$ cat config.mk
export PLATFORM = sky130hd
export DESIGN_NAME = svetofor_apb_master
export DESIGN_NICKNAME = d
export VERILOG_FILES = /design/src/rtl/svetofor_pkg.sv /design/src/rtl/svetofor_req_latch.sv /design/src/rtl/svetofor_apb_master.sv
export SDC_FILE = /design/constraint.sdc
export NUM_CORES = 1
export LEC_CHECK = 0
export BUFFER_PORTS_ARGS = -buffer_cell sky130_fd_sc_hd__buf_2
export CORE_MARGIN = 2
export CORE_UTILIZATION = 40
export DETAILED_ROUTE_END_ITERATION = 8
export GPL_TIMING_DRIVEN = 0
export PLACE_DENSITY = 0.87
export SETUP_SLACK_MARGIN = 0.02
export SYNTH_ARGS = -nofsm -noshare
export SYNTH_HDL_FRONTEND = slang
export SYNTH_SLANG_ARGS = --single-unit
$ cat constraint.sdc
create_clock -name PCLK -period 4.4 [get_ports PCLK]
set_input_delay 0.22 -clock PCLK [delete_from_list [all_inputs] [get_ports PCLK]]
set_output_delay 0.22 -clock PCLK [all_outputs]
set_load 0.02 [all_outputs]
$ cat src/rtl/svetofor_pkg.sv
// Shared constants, state-word helpers and FSM/job encodings for the svetofor APB master.
package svetofor_pkg;

   localparam logic [1:0]  LAMP_RED               = 2'b00;
   localparam logic [1:0]  LAMP_YELLOW            = 2'b01;
   localparam logic [1:0]  LAMP_GREEN             = 2'b10;

   localparam logic [31:0] CONTROL_REG_ADDR_DEF   = 32'h0;
   localparam logic [31:0] CURRENT_STATE_ADDR_DEF = 32'h4;
   localparam logic [31:0] ADVANCE_CMD            = 32'h1;

   typedef enum logic [1:0] {IDLE, SETUP, ACCESS, DONE} apb_fsm_t;
   typedef enum logic [1:0] {JOB_POLL, JOB_ADV, JOB_PED} job_t;

   typedef struct packed {
      logic [1:0] light1;
      logic [1:0] light2;
   } state_word_t;

   function automatic logic [3:0] pack_state(input logic [1:0] l1, input logic [1:0] l2);
      return {l1, l2};
   endfunction

   function automatic state_word_t unpack_state(input logic [3:0] w);
      state_word_t s;
      s.light1 = w[3:2];
      s.light2 = w[1:0];
      return s;
   endfunction

endpackage

$ cat src/rtl/svetofor_req_latch.sv
// Request latch: optional rising-edge detect feeding a sticky pending flag with clear.
module svetofor_req_latch #(
   parameter bit EDGE_DET = 1'b1
) (
   input  logic i_clk,
   input  logic i_rst_n,
   input  logic i_req,
   input  logic i_clr,
   output logic o_pending,
   output logic o_active
);

   logic r_req_d;
   logic r_pending;
   logic w_set;

   assign w_set     = EDGE_DET ? (i_req & ~r_req_d) : i_req;
   assign o_pending = r_pending;
   // o_active lets the consumer act on a request in the same cycle it arrives
   assign o_active  = r_pending | w_set;

   always_ff @(posedge i_clk or negedge i_rst_n) begin
      if (!i_rst_n) begin
         r_req_d   <= 1'b0;
         r_pending <= 1'b0;
      end else begin
         r_req_d <= i_req;
         if (w_set)
            r_pending <= 1'b1;
         else if (i_clr)
            r_pending <= 1'b0;
      end
   end

endmodule

$ cat src/rtl/svetofor_apb_master.sv
// APB master for the svetofor traffic light: periodic state polling plus
// pedestrian / software advance writes to the control register.
module svetofor_apb_master
   import svetofor_pkg::*;
#(
   parameter logic [31:0] CONTROL_REG_ADDR   = CONTROL_REG_ADDR_DEF,
   parameter logic [31:0] CURRENT_STATE_ADDR = CURRENT_STATE_ADDR_DEF,
   parameter int          POLL_PERIOD        = 16,
   parameter int          TIMEOUT            = 8,
   parameter logic [1:0]  GREEN              = LAMP_GREEN
) (
   input  logic        PCLK,
   input  logic        PRESETn,
   input  logic        ped_req,
   input  logic        sw_advance,
   output logic        PSEL,
   output logic        PENABLE,
   output logic        PWRITE,
   output logic [31:0] PADDR,
   output logic [31:0] PWDATA,
   input  logic [31:0] PRDATA,
   input  logic        PREADY,
   output logic [1:0]  light1,
   output logic [1:0]  light2,
   output logic        state_valid,
   output logic        ped_pending,
   output logic        apb_err,
   output logic        busy
);

   localparam int PW = $clog2(POLL_PERIOD);
   localparam int TW = $clog2(TIMEOUT) + 1;

   apb_fsm_t    r_state;
   job_t        r_job;
   logic [PW-1:0] r_poll_cnt;
   logic        r_poll_due;
   logic [TW-1:0] r_to_cnt;
   logic        r_psel;
   logic        r_penable;
   logic        r_pwrite;
   logic [31:0] r_paddr;
   logic [31:0] r_pwdata;
   state_word_t r_lights;
   logic        r_state_valid;
   logic        r_apb_err;
   logic        r_stale;

   logic w_wrap;
   logic w_poll_due;
   logic w_adv_active;
   logic w_ped_active;
   logic w_ped_ok;
   logic w_done_ok;
   logic w_clr_adv;
   logic w_clr_ped;
   logic w_unused_adv_q;
   logic w_unused_prdata;

   assign w_wrap          = (r_poll_cnt == PW'(POLL_PERIOD - 1));
   assign w_poll_due      = r_poll_due | w_wrap;
   assign w_done_ok       = (r_state == ACCESS) && PREADY;
   assign w_clr_adv       = w_done_ok && (r_job == JOB_ADV);
   assign w_clr_ped       = w_done_ok && (r_job == JOB_PED);
   // After any advance write the cached colours are stale until the next poll,
   // which prevents a second advance on an outdated GREEN.
   assign w_ped_ok        = w_ped_active && r_state_valid && !r_stale &&
                            (r_lights.light1 == GREEN);
   assign w_unused_prdata = ^PRDATA[31:4];

   svetofor_req_latch #(.EDGE_DET(1'b1)) u_ped_latch (
      .i_clk     (PCLK),
      .i_rst_n   (PRESETn),
      .i_req     (ped_req),
      .i_clr     (w_clr_ped),
      .o_pending (ped_pending),
      .o_active  (w_ped_active)
   );

   svetofor_req_latch #(.EDGE_DET(1'b0)) u_adv_latch (
      .i_clk     (PCLK),
      .i_rst_n   (PRESETn),
      .i_req     (sw_advance),
      .i_clr     (w_clr_adv),
      .o_pending (w_unused_adv_q),
      .o_active  (w_adv_active)
   );

   always_ff @(posedge PCLK or negedge PRESETn) begin
      if (!PRESETn) begin
         r_poll_cnt <= '0;
         r_poll_due <= 1'b0;
      end else begin
         r_poll_cnt <= w_wrap ? '0 : r_poll_cnt + PW'(1);
         if (w_wrap)
            r_poll_due <= 1'b1;
         else if (w_done_ok && (r_job == JOB_POLL))
            r_poll_due <= 1'b0;
      end
   end

   always_ff @(posedge PCLK or negedge PRESETn) begin
      if (!PRESETn) begin
         r_state       <= IDLE;
         r_job         <= JOB_POLL;
         r_to_cnt      <= '0;
         r_psel        <= 1'b0;
         r_penable     <= 1'b0;
         r_pwrite      <= 1'b0;
         r_paddr       <= '0;
         r_pwdata      <= '0;
         r_lights      <= unpack_state(pack_state(LAMP_RED, LAMP_RED));
         r_state_valid <= 1'b0;
         r_apb_err     <= 1'b0;
         r_stale       <= 1'b0;
      end else begin
         case (r_state)
            IDLE: begin
               if (w_adv_active || w_ped_ok) begin
                  r_job    <= w_adv_active ? JOB_ADV : JOB_PED;
                  r_paddr  <= CONTROL_REG_ADDR;
                  r_pwrite <= 1'b1;
                  r_pwdata <= ADVANCE_CMD;
                  r_psel   <= 1'b1;
                  r_state  <= SETUP;
               end else if (w_poll_due) begin
                  r_job    <= JOB_POLL;
                  r_paddr  <= CURRENT_STATE_ADDR;
                  r_pwrite <= 1'b0;
                  r_pwdata <= '0;
                  r_psel   <= 1'b1;
                  r_state  <= SETUP;
               end
            end
            SETUP: begin
               r_penable <= 1'b1;
               r_to_cnt  <= '0;
               r_state   <= ACCESS;
            end
            ACCESS: begin
               if (PREADY) begin
                  r_psel    <= 1'b0;
                  r_penable <= 1'b0;
                  r_state   <= DONE;
                  if (r_job == JOB_POLL) begin
                     r_lights      <= unpack_state(PRDATA[3:0]);
                     r_state_valid <= 1'b1;
                     r_stale       <= 1'b0;
                  end else begin
                     r_stale <= 1'b1;
                  end
               end else if (r_to_cnt == TW'(TIMEOUT - 1)) begin
                  r_psel    <= 1'b0;
                  r_penable <= 1'b0;
                  r_apb_err <= 1'b1;
                  r_state   <= DONE;
               end else begin
                  r_to_cnt <= r_to_cnt + TW'(1);
               end
            end
            DONE:    r_state <= IDLE;
            default: r_state <= IDLE;
         endcase
      end
   end

   assign PSEL        = r_psel;
   assign PENABLE     = r_penable;
   assign PWRITE      = r_pwrite;
   assign PADDR       = r_paddr;
   assign PWDATA      = r_pwdata;
   assign light1      = r_lights.light1;
   assign light2      = r_lights.light2;
   assign state_valid = r_state_valid;
   assign apb_err     = r_apb_err;
   assign busy        = (r_state != IDLE);

endmodule
==> results.sh <==
export IMPL_htree_num_levels=1
export IMPL_async_reset_ff_share_pct=100.0
export IMPL_row_count=23
export IMPL_grt_remaining_overflow=0
export IMPL_cts_tree="built"
export IMPL_die_area_um2=4759
export IMPL_wirelength_um=2800
export IMPL_hold_violations=0
export IMPL_synth_top_cell_by_area="dfrtp_1"
export IMPL_finalCritPeriodShare_pct=44.79
export IMPL_cap_viol_max_count=0
export IMPL_crit_type="register to register"
export IMPL_layout_drive_gt1_share_pct=36.43
export IMPL_synthDistinctLibCells=35
export IMPL_fill_cells=385
export IMPL_core_area_um2=4029
export IMPL_clock_fmax_mhz=507.4
export IMPL_synth_most_common_cell="buf_4"
export IMPL_tns_ns=0
export IMPL_drtPass1Iterations=4
export IMPL_viasPerCell=3.945
export IMPL_synthTopCellsByArea="dfrtp_1 40%, buf_4 28%, ha_1 4.4%"
export IMPL_num_antenna_cells=0
export IMPL_root_buffer="clkbuf_8"
export IMPL_ir_drop_uv=277.1
export IMPL_crit_fanout=8
export IMPL_first_iter_violations=18
export IMPL_synthFlopType="dfrtp_1"
export IMPL_utilization_pct=53.17
export IMPL_post_drt_wl_per_cell_um=9.091
export IMPL_clkPwrFrac_pct=14.1
export IMPL_fin_skew_ns=0.004007
export IMPL_cts_resized_gates=0
export IMPL_syn_area_um2=1689
export IMPL_drcViolationCount=0
export IMPL_hpwlAfterDp_um=2323
export IMPL_p_comb_share_pct=47.7
export IMPL_power_internal_uw=577.0
export IMPL_p_sw_share_pct=40.89
export IMPL_grt_max_degree=28
export IMPL_sequentialPowerShare_pct=38.2
export IMPL_status="finished, final reports clean"
export IMPL_gp_congestion=0.7755
export IMPL_synth_top_cell_area_share_pct=40.00
export IMPL_powerDensity_nw_per_um2=455.7
export IMPL_detail_route_antenna_nets=0
export IMPL_cts_sinks=27
export IMPL_rsz0062_at_grt="no"
export IMPL_synth_edf_count=0
export IMPL_synth_common_cells="63 x buf_4, 27 x dfrtp_1, 9 x inv_1"
export IMPL_setup_viol=0
export IMPL_clk_pin_slew_worst_paths_ns=0.09
export IMPL_start_kind="register"
export IMPL_maxSlewViolCount=0
export IMPL_endpoint_kind="register"
export IMPL_synth_seq_cells=27
export IMPL_fp_dieH_um=68.99
export IMPL_finalCriticalPeriod_ns=1.971
export IMPL_crit_required_ns=4.56
export IMPL_io_buffers=21
export IMPL_dr_total_vias=1215
export IMPL_grt_pass1_wl_um=4271
export IMPL_clock_latency_ns=0.27
export IMPL_hp_class="input pin to register"
export IMPL_grtUsageTotal_pct=12.00
export IMPL_tightest_slew_ns=0.6054
export IMPL_synthCells=171
export IMPL_slew_headroom_pct=59.64
export IMPL_leakagePower_uw=0.001217
export IMPL_clockBufferDepth=2
export IMPL_power_switching_uw=399.1
export IMPL_start_util_pct=41.93
export IMPL_ys_seq_area_share_pct=40.00
export IMPL_syn_avg_cell_area_um2=9.878
export IMPL_grt_pass1_vias=1006
export IMPL_power_uw=976.1
export IMPL_yosys_warnings=0
export IMPL_numCtsBuffers=3
export IMPL_ioPinCount=112
export IMPL_die_width_um=68.99
export IMPL_final_nets=302
export IMPL_antenna_found_initial=0
export IMPL_areaGrowthSynthToFinish_pct=26.81
export IMPL_crit_arrival_ns=2.13
[critical path, stage by stage, from the launching register on]
cell and delay (ns):
dfrtp_1 0.36, inv_1 0.09, ha_1 0.19, buf_2 0.17, nor2b_1 0.17, o21ai_1 0.24, o41a_1 0.33, mux2_4 0.32
[state kept, by name, summed over array words and instances, names as in the netlist, 2 cells and up]
signal,flops
r_job,2
light2,2
r_poll_cnt,4
r_to_cnt,4
light1,2
r_state,2
[metrics by stage]
stage | instance area, um^2 | setup slack [ns] | instances | hold slack [ns]
global route | 2142 | 2.306 | 308 | 0.05803
floorplan | 1918 | 2.597 | 232 | -0.07559
CTS | 2142 | 2.425 | 308 | 0.06450
detailed placement | 2086 | 2.444 | 303 | 0.2612
finish | 2142 | 2.429 | 308 | 0.07001
global placement | 2086 | 2.489 | 303 | 0.2518
[logic make-up after synthesis]
kind of cell / after synthesis / synth area share [%]
AO/OA/AOI/OAI: 27 / 11.04
adder cells (fa/ha/maj): 6 / 4.444
flip-flops: 27 / 40.00
AND/OR/NAND/NOR: 28 / 8.520
multiplexers: 6 / 4.148
buffers and inverters: 74 / 30.59
other: 1 / 0.2220
XOR/XNOR: 2 / 1.037
[power groups by stage]
stage / Clock (uW) / Sequential [uW] / Combinational, uW
after global placement: 0 / 372 / 451
after CTS: 144 / 374 / 468
after floorplan: 0 / 418 / 309
after global routing: 155 / 384 / 515
after detailed placement: 0 / 379 / 464
final: 138 / 373 / 465
[cell type report]
class | instances | area, um^2 | share of cell area, %
Buffer | 65 | 483.0 | 22.55
Inverter | 9 | 33.78 | 1.577
Clock buffer | 3 | 41.29 | 1.928
Tap cell | 50 | 62.56 | 2.921
Sequential cell | 27 | 675.6 | 31.54
Clock inverter | 1 | 5.005 | 0.2336
Multi-Input combinational cell | 131 | 725.7 | 33.88
Timing Repair Buffer | 22 | 115.1 | 5.374
[what timing repair did]
item / in CTS / in global routing
endpoints found under the hold margin: 27 / 0
buffers inserted: 0 / 0
hold buffers: 1 / 0
[worst paths after layout]
path	from	end	slack (ns)	cells past startpoint
setup / recovery	r_state[0]$_DFFE_PN0P_	r_state[1]$_DFFE_PN0P_	2.43	7
hold / removal	ped_req	u_ped_latch.r_req_d$_DFF_PN0_	0.07	1
setup reg to reg	r_state[0]$_DFFE_PN0P_	r_state[1]$_DFFE_PN0P_	2.43	7
hold reg to reg	apb_err$_DFFE_PN0P_	apb_err$_DFFE_PN0P_	0.47	2
max in group asynchronous	PRESETn	light2[0]$_DFFE_PN0P_	3.52	2
min in group asynchronous	PRESETn	PENABLE$_DFFE_PN0P_	0.48	2
[routing by layer]
metal  vias to the layer above  GRT usage, %  wire [um]
met5                         -             0          0
met2                        59         22.12       1435
met4                         0         4.902         23
met1                       532         13.27       1043
li1                        620             -          -
met3                         4         2.597        298
[layout by cell type, fill, tap and decap left out, drive strengths merged, types with 2 or more instances in the layout]
master,count
buf,86
conb,62
dfrtp,27
inv,9
o21ai,8
nand2,7
nor2,6
ha,6
a21oi,5
mux2,5
nand3,4
nor2b,4
a22o,3
clkbuf,3
xor2,2
a21o,2
or2,2
(Power assumes the default switching activity.)
